--- src/rtl/eth_rx_pkg.sv ---
// Shared definitions for the GMII receive framer: FSM states, framing constants,
// status bit positions and the byte-wide CRC-32 update step.
package eth_rx_pkg;

  typedef enum logic [2:0] {
    ST_IDLE     = 3'd0,
    ST_PREAMBLE = 3'd1,
    ST_DA       = 3'd2,
    ST_SA       = 3'd3,
    ST_TYPE     = 3'd4,
    ST_PAYLOAD  = 3'd5,
    ST_STATUS   = 3'd6,
    ST_DROP     = 3'd7
  } rx_state_e;

  localparam logic [7:0]  PREAMBLE_BYTE = 8'h55;
  localparam logic [7:0]  SFD_BYTE      = 8'hD5;
  localparam logic [31:0] CRC_INIT      = 32'hFFFF_FFFF;
  localparam logic [31:0] CRC_RESIDUE   = 32'hC704_DD7B;
  localparam logic [31:0] CRC_POLY      = 32'h04C1_1DB7;

  localparam int ERR_CRC   = 0;
  localparam int ERR_PHY   = 1;
  localparam int ERR_RUNT  = 2;
  localparam int ERR_GIANT = 3;
  localparam int ERR_W     = 4;

  localparam int RX_DLY    = 6;
  localparam int FCS_BYTES = 4;
  // Index (from the first DA byte) of the last byte of each header field.
  localparam int DA_LAST   = 5;
  localparam int SA_LAST   = 11;
  localparam int TYPE_LAST = 13;

  // Non-reflected register, data bits shifted in LSB first as they leave the wire.
  function automatic logic [31:0] eth_crc32_8d(input logic [31:0] crc, input logic [7:0] data);
    logic [31:0] c;
    c = crc;
    for (int i = 0; i < 8; i++) begin
      if (c[31] ^ data[i]) c = {c[30:0], 1'b0} ^ CRC_POLY;
      else                 c = {c[30:0], 1'b0};
    end
    return c;
  endfunction

endpackage

--- src/rtl/eth_rx_dly.sv ---
// Fixed-depth byte+valid shift line; clr discards everything in flight.
module eth_rx_dly #(
  parameter int DW    = 9,
  parameter int DEPTH = 6
) (
  input  logic          iclk,
  input  logic          irst,
  input  logic          clr,
  input  logic [DW-1:0] in_data,
  input  logic          in_vld,
  output logic [DW-1:0] out_data,
  output logic          out_vld
);

  logic [DEPTH-1:0][DW-1:0] data_reg;
  logic [DEPTH-1:0]         vld_reg;

  genvar gi;
  generate
    for (gi = 0; gi < DEPTH; gi++) begin : g_stage
      logic [DW-1:0] data_src;
      logic          vld_src;
      if (gi == 0) begin : g_head
        assign data_src = in_data;
        assign vld_src  = in_vld;
      end else begin : g_link
        assign data_src = data_reg[gi-1];
        assign vld_src  = vld_reg[gi-1];
      end
      always_ff @(posedge iclk) begin
        if (irst || clr) begin
          data_reg[gi] <= '0;
          vld_reg[gi]  <= 1'b0;
        end else begin
          data_reg[gi] <= data_src;
          vld_reg[gi]  <= vld_src;
        end
      end
    end
  endgenerate

  assign out_data = data_reg[DEPTH-1];
  assign out_vld  = vld_reg[DEPTH-1];

endmodule

--- src/rtl/eth_frame_rx.sv ---
// GMII receive framer: strips preamble/SFD/FCS, emits DA..payload with sof/eof and a status pulse.
// Optional destination-address filter: define ETH_FRAME_RX_DA_FILTER_EN.
module eth_frame_rx
  import eth_rx_pkg::*;
#(
  parameter int          MAX_PREAMBLE = 7,
  parameter int          MIN_FRAME    = 64,
  parameter int          MAX_FRAME    = 1518,
  parameter int          LEN_W        = 11,
  parameter logic [47:0] STATION_MAC  = 48'h0,
  parameter bit          ACCEPT_MCAST = 1'b1
) (
  input  logic             iclk,
  input  logic             irst,
  input  logic [7:0]       irx_data,
  input  logic             irx_dv,
  input  logic             irx_er,
  output logic [7:0]       o_data,
  output logic             o_dv,
  output logic             o_sof,
  output logic             o_eof,
  output logic             o_status_vld,
  output logic             o_frame_ok,
  output logic [ERR_W-1:0] o_err,
  output logic [LEN_W-1:0] o_len,
  output logic [2:0]       o_state,
  output logic [15:0]      o_drop_cnt
);

  rx_state_e        state_reg, state_next;
  logic [7:0]       pre_cnt_reg, pre_cnt_next;
  logic [LEN_W-1:0] n_reg, n_next;
  logic [31:0]      crc_reg, crc_next;
  logic             er_reg, er_next;
  logic             drain_reg, drain_next;
  logic             drain_cnt_reg, drain_cnt_next;

  logic             frame_byte;
  logic             dly_clr;
  logic             filt_drop;
  logic             da_accept;
  logic             sof_in;
  logic [8:0]       dly_data;
  logic             dly_vld;
  logic             emit;

  logic [7:0]       data_out_reg;
  logic             dv_out_reg, sof_out_reg, eof_out_reg;
  logic             status_vld_reg, frame_ok_reg;
  logic [ERR_W-1:0] err_reg, err_val;
  logic [LEN_W-1:0] len_reg, len_val;

  always_comb begin
    state_next     = state_reg;
    pre_cnt_next   = pre_cnt_reg;
    n_next         = n_reg;
    crc_next       = crc_reg;
    er_next        = er_reg;
    drain_next     = drain_reg;
    drain_cnt_next = drain_cnt_reg;
    frame_byte     = 1'b0;
    dly_clr        = 1'b0;
    filt_drop      = 1'b0;
    case (state_reg)
      ST_IDLE: begin
        if (irx_dv) begin
          if (irx_data == PREAMBLE_BYTE) begin
            state_next   = ST_PREAMBLE;
            pre_cnt_next = 8'd1;
          end else begin
            state_next = ST_DROP;
          end
        end
      end
      ST_PREAMBLE: begin
        if (!irx_dv) begin
          state_next = ST_IDLE;
        end else if (irx_er) begin
          state_next = ST_DROP;
        end else if (irx_data == SFD_BYTE) begin
          state_next     = ST_DA;
          crc_next       = CRC_INIT;
          n_next         = '0;
          er_next        = 1'b0;
          drain_next     = 1'b0;
          drain_cnt_next = 1'b0;
        end else if (irx_data == PREAMBLE_BYTE) begin
          if (pre_cnt_reg >= 8'(MAX_PREAMBLE)) state_next = ST_DROP;
          else                                  pre_cnt_next = pre_cnt_reg + 8'd1;
        end else begin
          state_next = ST_DROP;
        end
      end
      ST_DA, ST_SA, ST_TYPE, ST_PAYLOAD: begin
        // Hold the field state while the tail of the frame drains out of the delay line.
        if (drain_reg) begin
          if (drain_cnt_reg) begin
            state_next = ST_STATUS;
            drain_next = 1'b0;
            dly_clr    = 1'b1;
          end else begin
            drain_cnt_next = 1'b1;
          end
        end else if (!irx_dv) begin
          drain_next     = 1'b1;
          drain_cnt_next = 1'b0;
        end else begin
          frame_byte = 1'b1;
          crc_next   = eth_crc32_8d(crc_reg, irx_data);
          n_next     = (n_reg == {LEN_W{1'b1}}) ? n_reg : n_reg + LEN_W'(1);
          er_next    = er_reg | irx_er;
          if (state_reg == ST_DA && n_reg == LEN_W'(DA_LAST)) begin
            if (da_accept) begin
              state_next = ST_SA;
            end else begin
              state_next = ST_DROP;
              dly_clr    = 1'b1;
              filt_drop  = 1'b1;
            end
          end else if (state_reg == ST_SA && n_reg == LEN_W'(SA_LAST)) begin
            state_next = ST_TYPE;
          end else if (state_reg == ST_TYPE && n_reg == LEN_W'(TYPE_LAST)) begin
            state_next = ST_PAYLOAD;
          end
        end
      end
      ST_STATUS: state_next = ST_IDLE;
      ST_DROP: begin
        if (!irx_dv) state_next = ST_IDLE;
      end
      default: state_next = ST_DROP;
    endcase
  end

  always_ff @(posedge iclk) begin
    if (irst) begin
      state_reg     <= ST_DROP;
      pre_cnt_reg   <= '0;
      n_reg         <= '0;
      crc_reg       <= CRC_INIT;
      er_reg        <= 1'b0;
      drain_reg     <= 1'b0;
      drain_cnt_reg <= 1'b0;
    end else begin
      state_reg     <= state_next;
      pre_cnt_reg   <= pre_cnt_next;
      n_reg         <= n_next;
      crc_reg       <= crc_next;
      er_reg        <= er_next;
      drain_reg     <= drain_next;
      drain_cnt_reg <= drain_cnt_next;
    end
  end

  assign sof_in = (state_reg == ST_DA) && (n_reg == '0);

  eth_rx_dly #(
    .DW    (9),
    .DEPTH (RX_DLY)
  ) u_dly (
    .iclk     (iclk),
    .irst     (irst),
    .clr      (dly_clr),
    .in_data  ({sof_in, irx_data}),
    .in_vld   (frame_byte),
    .out_data (dly_data),
    .out_vld  (dly_vld)
  );

  // Byte leaving on the first drain cycle is the last non-FCS byte; later ones are FCS.
  assign emit = dly_vld && !(drain_reg && drain_cnt_reg);

  always_comb begin
    err_val            = '0;
    err_val[ERR_CRC]   = (crc_reg != CRC_RESIDUE);
    err_val[ERR_PHY]   = er_reg;
    err_val[ERR_RUNT]  = (n_reg < LEN_W'(MIN_FRAME));
    err_val[ERR_GIANT] = (n_reg > LEN_W'(MAX_FRAME));
    len_val            = (n_reg > LEN_W'(FCS_BYTES)) ? n_reg - LEN_W'(FCS_BYTES) : '0;
  end

  always_ff @(posedge iclk) begin
    if (irst) begin
      data_out_reg   <= '0;
      dv_out_reg     <= 1'b0;
      sof_out_reg    <= 1'b0;
      eof_out_reg    <= 1'b0;
      status_vld_reg <= 1'b0;
      frame_ok_reg   <= 1'b0;
      err_reg        <= '0;
      len_reg        <= '0;
    end else begin
      data_out_reg   <= emit ? dly_data[7:0] : 8'h00;
      dv_out_reg     <= emit;
      sof_out_reg    <= emit && dly_data[8];
      eof_out_reg    <= emit && drain_reg && !drain_cnt_reg;
      status_vld_reg <= (state_next == ST_STATUS);
      if (state_next == ST_STATUS) begin
        frame_ok_reg <= (err_val == '0);
        err_reg      <= err_val;
        len_reg      <= len_val;
      end
    end
  end

`ifdef ETH_FRAME_RX_DA_FILTER_EN
  logic [39:0] da_sh_reg;
  logic [47:0] da_full;
  logic [15:0] drop_cnt_reg;

  assign da_full   = {da_sh_reg, irx_data};
  assign da_accept = (da_full == STATION_MAC) || (&da_full) || (ACCEPT_MCAST && da_full[40]);

  always_ff @(posedge iclk) begin
    if (irst) begin
      da_sh_reg    <= '0;
      drop_cnt_reg <= '0;
    end else begin
      if (frame_byte && state_reg == ST_DA) da_sh_reg <= {da_sh_reg[31:0], irx_data};
      if (filt_drop && drop_cnt_reg != 16'hFFFF) drop_cnt_reg <= drop_cnt_reg + 16'd1;
    end
  end

  assign o_drop_cnt = drop_cnt_reg;
`else
  logic unused_cfg;
  assign da_accept  = 1'b1;
  assign unused_cfg = ^{STATION_MAC, ACCEPT_MCAST, filt_drop};
  assign o_drop_cnt = '0;
`endif

  assign o_data       = data_out_reg;
  assign o_dv         = dv_out_reg;
  assign o_sof        = sof_out_reg;
  assign o_eof        = eof_out_reg;
  assign o_status_vld = status_vld_reg;
  assign o_frame_ok   = frame_ok_reg;
  assign o_err        = err_reg;
  assign o_len        = len_reg;
  assign o_state      = state_reg;

endmodule

--- config.mk ---
export PLATFORM = sky130hd
export DESIGN_NAME = eth_frame_rx
export DESIGN_NICKNAME = d
export VERILOG_FILES = /design/src/rtl/eth_rx_pkg.sv /design/src/rtl/eth_rx_dly.sv /design/src/rtl/eth_frame_rx.sv
export SDC_FILE = /design/constraint.sdc
export NUM_CORES = 1
export LEC_CHECK = 0
export ABC_AREA = 1
export BUFFER_PORTS_ARGS = -buffer_cell sky130_fd_sc_hd__buf_2
export CAP_MARGIN = 20
export CORE_ASPECT_RATIO = 1.4
export CORE_MARGIN = 10
export CORE_UTILIZATION = 23
export DETAILED_ROUTE_END_ITERATION = 10
export PLACE_DENSITY = 0.38
export SYNTH_ARGS = -nofsm -noshare
export SYNTH_HDL_FRONTEND = slang
export SYNTH_SLANG_ARGS = --single-unit
export TNS_END_PERCENT = 1
--- constraint.sdc ---
create_clock -name iclk -period 4.53 [get_ports iclk]
set_input_delay 0.906 -clock iclk [delete_from_list [all_inputs] [get_ports iclk]]
set_output_delay 0.906 -clock iclk [all_outputs]
set_load 0.01 [all_outputs]
Word level (Yosys, flattened, before mapping)
Cells that the tools add are included.
Widths: inputs -> output; s select.
{"block": "op_classes", "n_addsub": 3, "magnitude_cmp": 4, "n_eq_ne": 27, "mux": 83, "bitwise_logic": 19, "reduce_logical": 25}
{"cell": "$mux 32", "n": 26}
{"cell": "$mux 27", "n": 8}
{"cell": "$not 14->14", "n": 8}
{"cell": "$mux 11", "n": 7}
{"cell": "$pmux 32 s2", "n": 1}
{"cell": "$mux 8", "n": 7}
{"cell": "$mux 3", "n": 14}
{"cell": "$ne 32x32->1 const B", "n": 1}
{"cell": "$eq 11x4->1 const B", "n": 2}
{"cell": "$ne 2x2->1 const B", "n": 11}
{"cell": "$pmux 11 s2", "n": 1}
{"cell": "$pmux 8 s2", "n": 1}
{"cell": "$eq 3x3->1 const B", "n": 5}
{"cell": "$pmux 3 s5", "n": 1}
{"cell": "$mux 1", "n": 14}
{"cell": "$add 11x1->11 const B", "n": 1}
{"cell": "$eq 11x11->1 const B", "n": 1}
{"cell": "$eq 11x3->1 const B", "n": 1}
{"cell": "$gt 11x11->1 const B", "n": 1}
{"cell": "$gt 11x3->1 const B", "n": 1}
{"cell": "$logic_not 11->1", "n": 1}
{"cell": "$lt 11x7->1 const B", "n": 1}
{"cell": "$sub 11x3->11 const B", "n": 1}
{"cell": "$logic_and 1x1->1", "n": 9}
{"cell": "24 further kinds", "n": 37}
{"block": "totals", "reg_bits": 145}

Depth between registers and ports, before layout
{"block": "depth", "word_depth": 40, "ltp_mapped": 13, "mapped_depth_nobuf": 13}

Modules after synthesis
Synthesis repeated with hierarchy kept, for this count alone.
{"block": "unflattened", "cells_unflattened": 1067, "area_unflattened_um2": 7378.3}
{"mod": "eth_frame_rx", "instances": 1, "cells_per_inst": 878, "area_per_inst_um2": 5378.9, "seq_area_each_um2": 1701.6}
{"mod": "eth_rx_dly", "instances": 1, "cells_per_inst": 189, "area_per_inst_um2": 1999.4, "seq_area_each_um2": 1201.2}

Worst setup path before layout
Ideal clock, no wire load.
{"block": "synth_path", "path_type": "input port to flip-flop", "startpoint": "input irx_dv", "endpoint": "register crc_reg[6]", "setup_ns": 0.113, "arrival_ns": 2.073, "path_slack_ns": 2.344, "stages": 11, "cell_sequence": "buf_2 > inv_1 > nor2_1 > inv_1 > nand2_2 > nand3_4 > inv_4 > nand2_4 > buf_6 > nor2_1 > nor2_1"}
{"block": "synth_between", "elab_chain_cells": 2, "elab_cells_between_ends": 3, "classes_between": "eq/ne (2); reduce/logical (1)"}
{"item": "from (decl)", "line_no": "eth_frame_rx.sv:16", "rtl": "input logic irx_dv,"}
{"item": "$ne 2x2->1 (no source line)"}
{"item": "$reduce_and 6->1 (no source line) *"}
{"item": "to (signal assigned)", "line_no": "eth_frame_rx.sv:148", "rtl": "crc_reg <= crc_next;"}
{"item": "to (decl)", "line_no": "eth_frame_rx.sv:33", "rtl": "logic [31:0] crc_reg, crc_next;"}
Mark *: on every way between the ends. The rest lies on a longest branch, timed or not.
A chain may end at the register's enable or synchronous reset.

Worst setup path after layout
{"block": "layout_path", "startpoint": "register state_reg[1] (netlist: o_state[1])", "endpoint": "register crc_reg[22]"}
{"block": "layout_between", "elab_chain_cells": 4, "elab_cells_between_ends": 14, "classes_between": "eq/ne (10); mux (1); reduce/logical (3)"}
{"item": "from (decl)", "line_no": "eth_frame_rx.sv:30", "rtl": "rx_state_e state_reg, state_next;"}
{"item": "from (signal assigned)", "line_no": "eth_frame_rx.sv:145", "rtl": "state_reg <= state_next;"}
{"item": "$eq 3x2->1 or $eq 3x3->1 (tied branches)", "line_no": "eth_frame_rx.sv:64", "rtl": "case (state_reg)"}
{"item": "$reduce_or 4->1", "line_no": "eth_frame_rx.sv:64"}
{"item": "$ne 2x2->1 (no source line) or $reduce_bool 2->1 (tied branches)"}
{"item": "$reduce_and 6->1 (no source line)"}
Several ways; a longest one is shown, not always the timed one.

==> impl_results.md <==
- Clk pin slew, worst setup/hold paths: 70 ps
- TritonCTS clock tree: done
- Slowest CP cell: dfxtp_1
- Drt first pass iters: 5
- Post-synthesis simple-gate area fraction: 34.4%
- Synth cell types: 38
- TritonCTS Buffers: 17
- RSZ-0062 raised after global routing: no
- Endpoints failing setup: 0
- FF+latch count, synth: 145
- Number of synthesized flops with an enable pin: 0
- Worst path required time: 4900 ps
- Sequential share of power: 33.4%
- Net count, final: 1,106
- Initial core utilization: 23.4%
- FP Rows: 75
- Total Die Area: 0.0381 mm2
- Post-Synth Adder-Cell Area: 1.60%
- Relative slew slack: 51.6%
- Clk_skew: 7.57 ps
- Ys flop type: dfxtp_1
- Die Span X: 168 um
- Compound-gate portion of the synthesized area: 7.69%
- DP HPWL: 16,500 um
- Gate count of the mapped netlist: 1,051
- Post-route ant nets: 0
- WHS Path Cells: 2
- IO Port Bufs: 42
- GRT overflow: 0
- P_leak: 3.75 nW
- Worst slew pin tran: 720 ps
- First-pass GRT wire length: 34,700 um
- WL/cell: 14.8 um
- IO Count: 59
- Commonest non-fill, non-tap cell in the layout: nand2_1
- CTS root buf: clkbuf_16
- Largest register FFs: 45
- Synth Area per Inst: 6.70 um2
- Layout area overhead: 15.3%
- GPL Wtd Cong: 0.832
- All-Layer GR Usage: 11.7%
- Final hold viol count: 0
- CTS sink cnt: 145
- Crit-path cells: inv_2, nand2_1, nand2_2, nor2_8, inv_4, nand2_2, nand3_4, nand2_1, inv_1, a21oi_1
- Post-Syn Area: 0.00705 mm2
- Synth Area in XOR/XNOR: 3.48%
- CP Max Fanout: 25
- Critical Path AT: 2970 ps
- Area after DPL: 0.00755 mm2
- MaxCap Viol Count: 0
- Most frequent cells in the layout: nand2_1, nor2_1, dfxtp_1
- Max Clk Rate: 385 MHz
- Via Count: 6,281
- Antenna Cells: 0
- Post-layout min period: 2600 ps
- Clk_lat worst skew: 440 ps
- H-Tree Depth: 4
- Internal Power: 2.70 mW
- CP max stage delay: 450 ps
- Final Slew Violations: 0
- Register area share after synthesis: 41.2%
- Total core area: 0.0301 mm2
- Worst Reg2Reg Path Length in Cells: 10
- Ys async rst share: 0%
- PwrDens: 588 mW/mm2
- Remaining DRCs: 0
- Post-CTS Setup Repair Bufs: 0
- Synth top area cells: dfxtp_1, nand2_1, nor2_1
- CTS resizes: 0
- Final Cycle Share: 57.3%
- Number of antenna violations at the first check in global routing: 0
- Post-synthesis mux area share: 0%
- Clock share of power: 29.1%
- Clk buf depth: 2
- Drt total wl: 21,900 um
- Pin count of the biggest net entering global routing: 60
- Die Ht: 227 um
- Vias in the first global route: 6,334
- Post-CTS Hold Buffers: 0
- Synth top area share: 41.2%
- Status: complete, no violations
- Cell taking the most area after synthesis: dfxtp_1
- Layout cell share with drive strength beyond 1: 8.93%
- Synth warn: 0
- Combinational share of power: 37.5%
- Total negative setup slack: 0 ps
- Largest family of logic cells by synthesized area: simple AND/OR/NAND/NOR gates
- Number of DRC markers in iteration 0: 419
- Net Switching: 2.08 mW
- Setup crit start kind: flip-flop
- Worst VDD drop: 222 uV
- Setup CP Type: reg -> reg
- HP Class: reg -> reg
- Via density: 4.24
- Sw frac: 43.5%
- Crit. End Element: flip-flop
- Final Cell Area: 0.00813 mm2
-- critical path: cells and delay by family, from the launching register on --
| kind | cells | cell delay (ps) |
|---|---|---|
| and+or+nand+nor | 6 | 1350 |
| DFF | 1 | 450 |
| buffers and inverters | 3 | 530 |
| AOI/OAI and AO/OA | 1 | 190 |
-- synth_stat cells, types with 10 or more instances --
cell type,number
nor2_1,172
nand3_1,77
dfxtp_1,145
buf_2,11
a21oi_1,49
nand4_1,21
xor2_1,25
o21ai_0,42
nand2_1,271
inv_1,139
nor3_1,15
buf_4,20
clkbuf_1,10
-- layer usage --
metal  GRT usage (%)  wire, um  up-vias
li1                -         -     3311
met1            12.5      9050     2854
met2            21.7     11600       88
met3            2.09       590       28
met4            5.60       619        0
met5               0         0        -
-- area by class of cell --
cell class              instances  area [um2]
fillers                      3371       22000
clock inverters                15         149
inverters                     145         549
flip-flops and latches        145        2900
multi-input cells             731        3380
repair buffers                 45         233
clock buffers                  17         425
well taps                     385         482
-- cells by family after synthesis --
| group | count (synthesis) |
|---|---|
| simple gates | 576 |
| xor+xnor | 28 |
| compound gates | 102 |
| flops | 145 |
| other cells | 1 |
| buf+inv | 190 |
| fa+ha+maj | 9 |
-- stage by stage --
step	std cells	hold WS, ps	total power [mW]	util [%]	setup WS [ps]
CTS	1483	404	4.86	27.0	1820
detailed placement	1451	398	3.43	25.1	1360
global placement	1451	394	3.45	25.1	1420
finish	1483	404	4.77	27.0	1930
floorplan	1066	394	2.91	-	2340
global route	1483	418	5.15	27.0	1640
-- final timing paths --
path                                                               from                                       to  slack, ps
worst max-delay path                              o_state[1]$_SDFF_PP1_                 crc_reg[22]$_SDFFE_PP1P_       1930
worst max register to register                    o_state[1]$_SDFF_PP1_                 crc_reg[22]$_SDFFE_PP1P_       1930
worst min-delay path            u_dly.g_stage[4].data_src[2]$_SDFF_PP0_  u_dly.g_stage[5].data_src[2]$_SDFF_PP0_        400
worst min register to register  u_dly.g_stage[4].data_src[2]$_SDFF_PP0_  u_dly.g_stage[5].data_src[2]$_SDFF_PP0_        400
-- power by group through the flow --
stage / Combinational [mW] / Clock [mW] / Sequential (mW)
floorplan: 1.36 / 0 / 1.55
global placement: 1.82 / 0 / 1.62
detailed placement: 1.81 / 0 / 1.63
CTS: 1.81 / 1.44 / 1.60
global route: 2.04 / 1.49 / 1.62
finish: 1.79 / 1.39 / 1.59
Note: power is estimated with default switching activity, not from simulation.
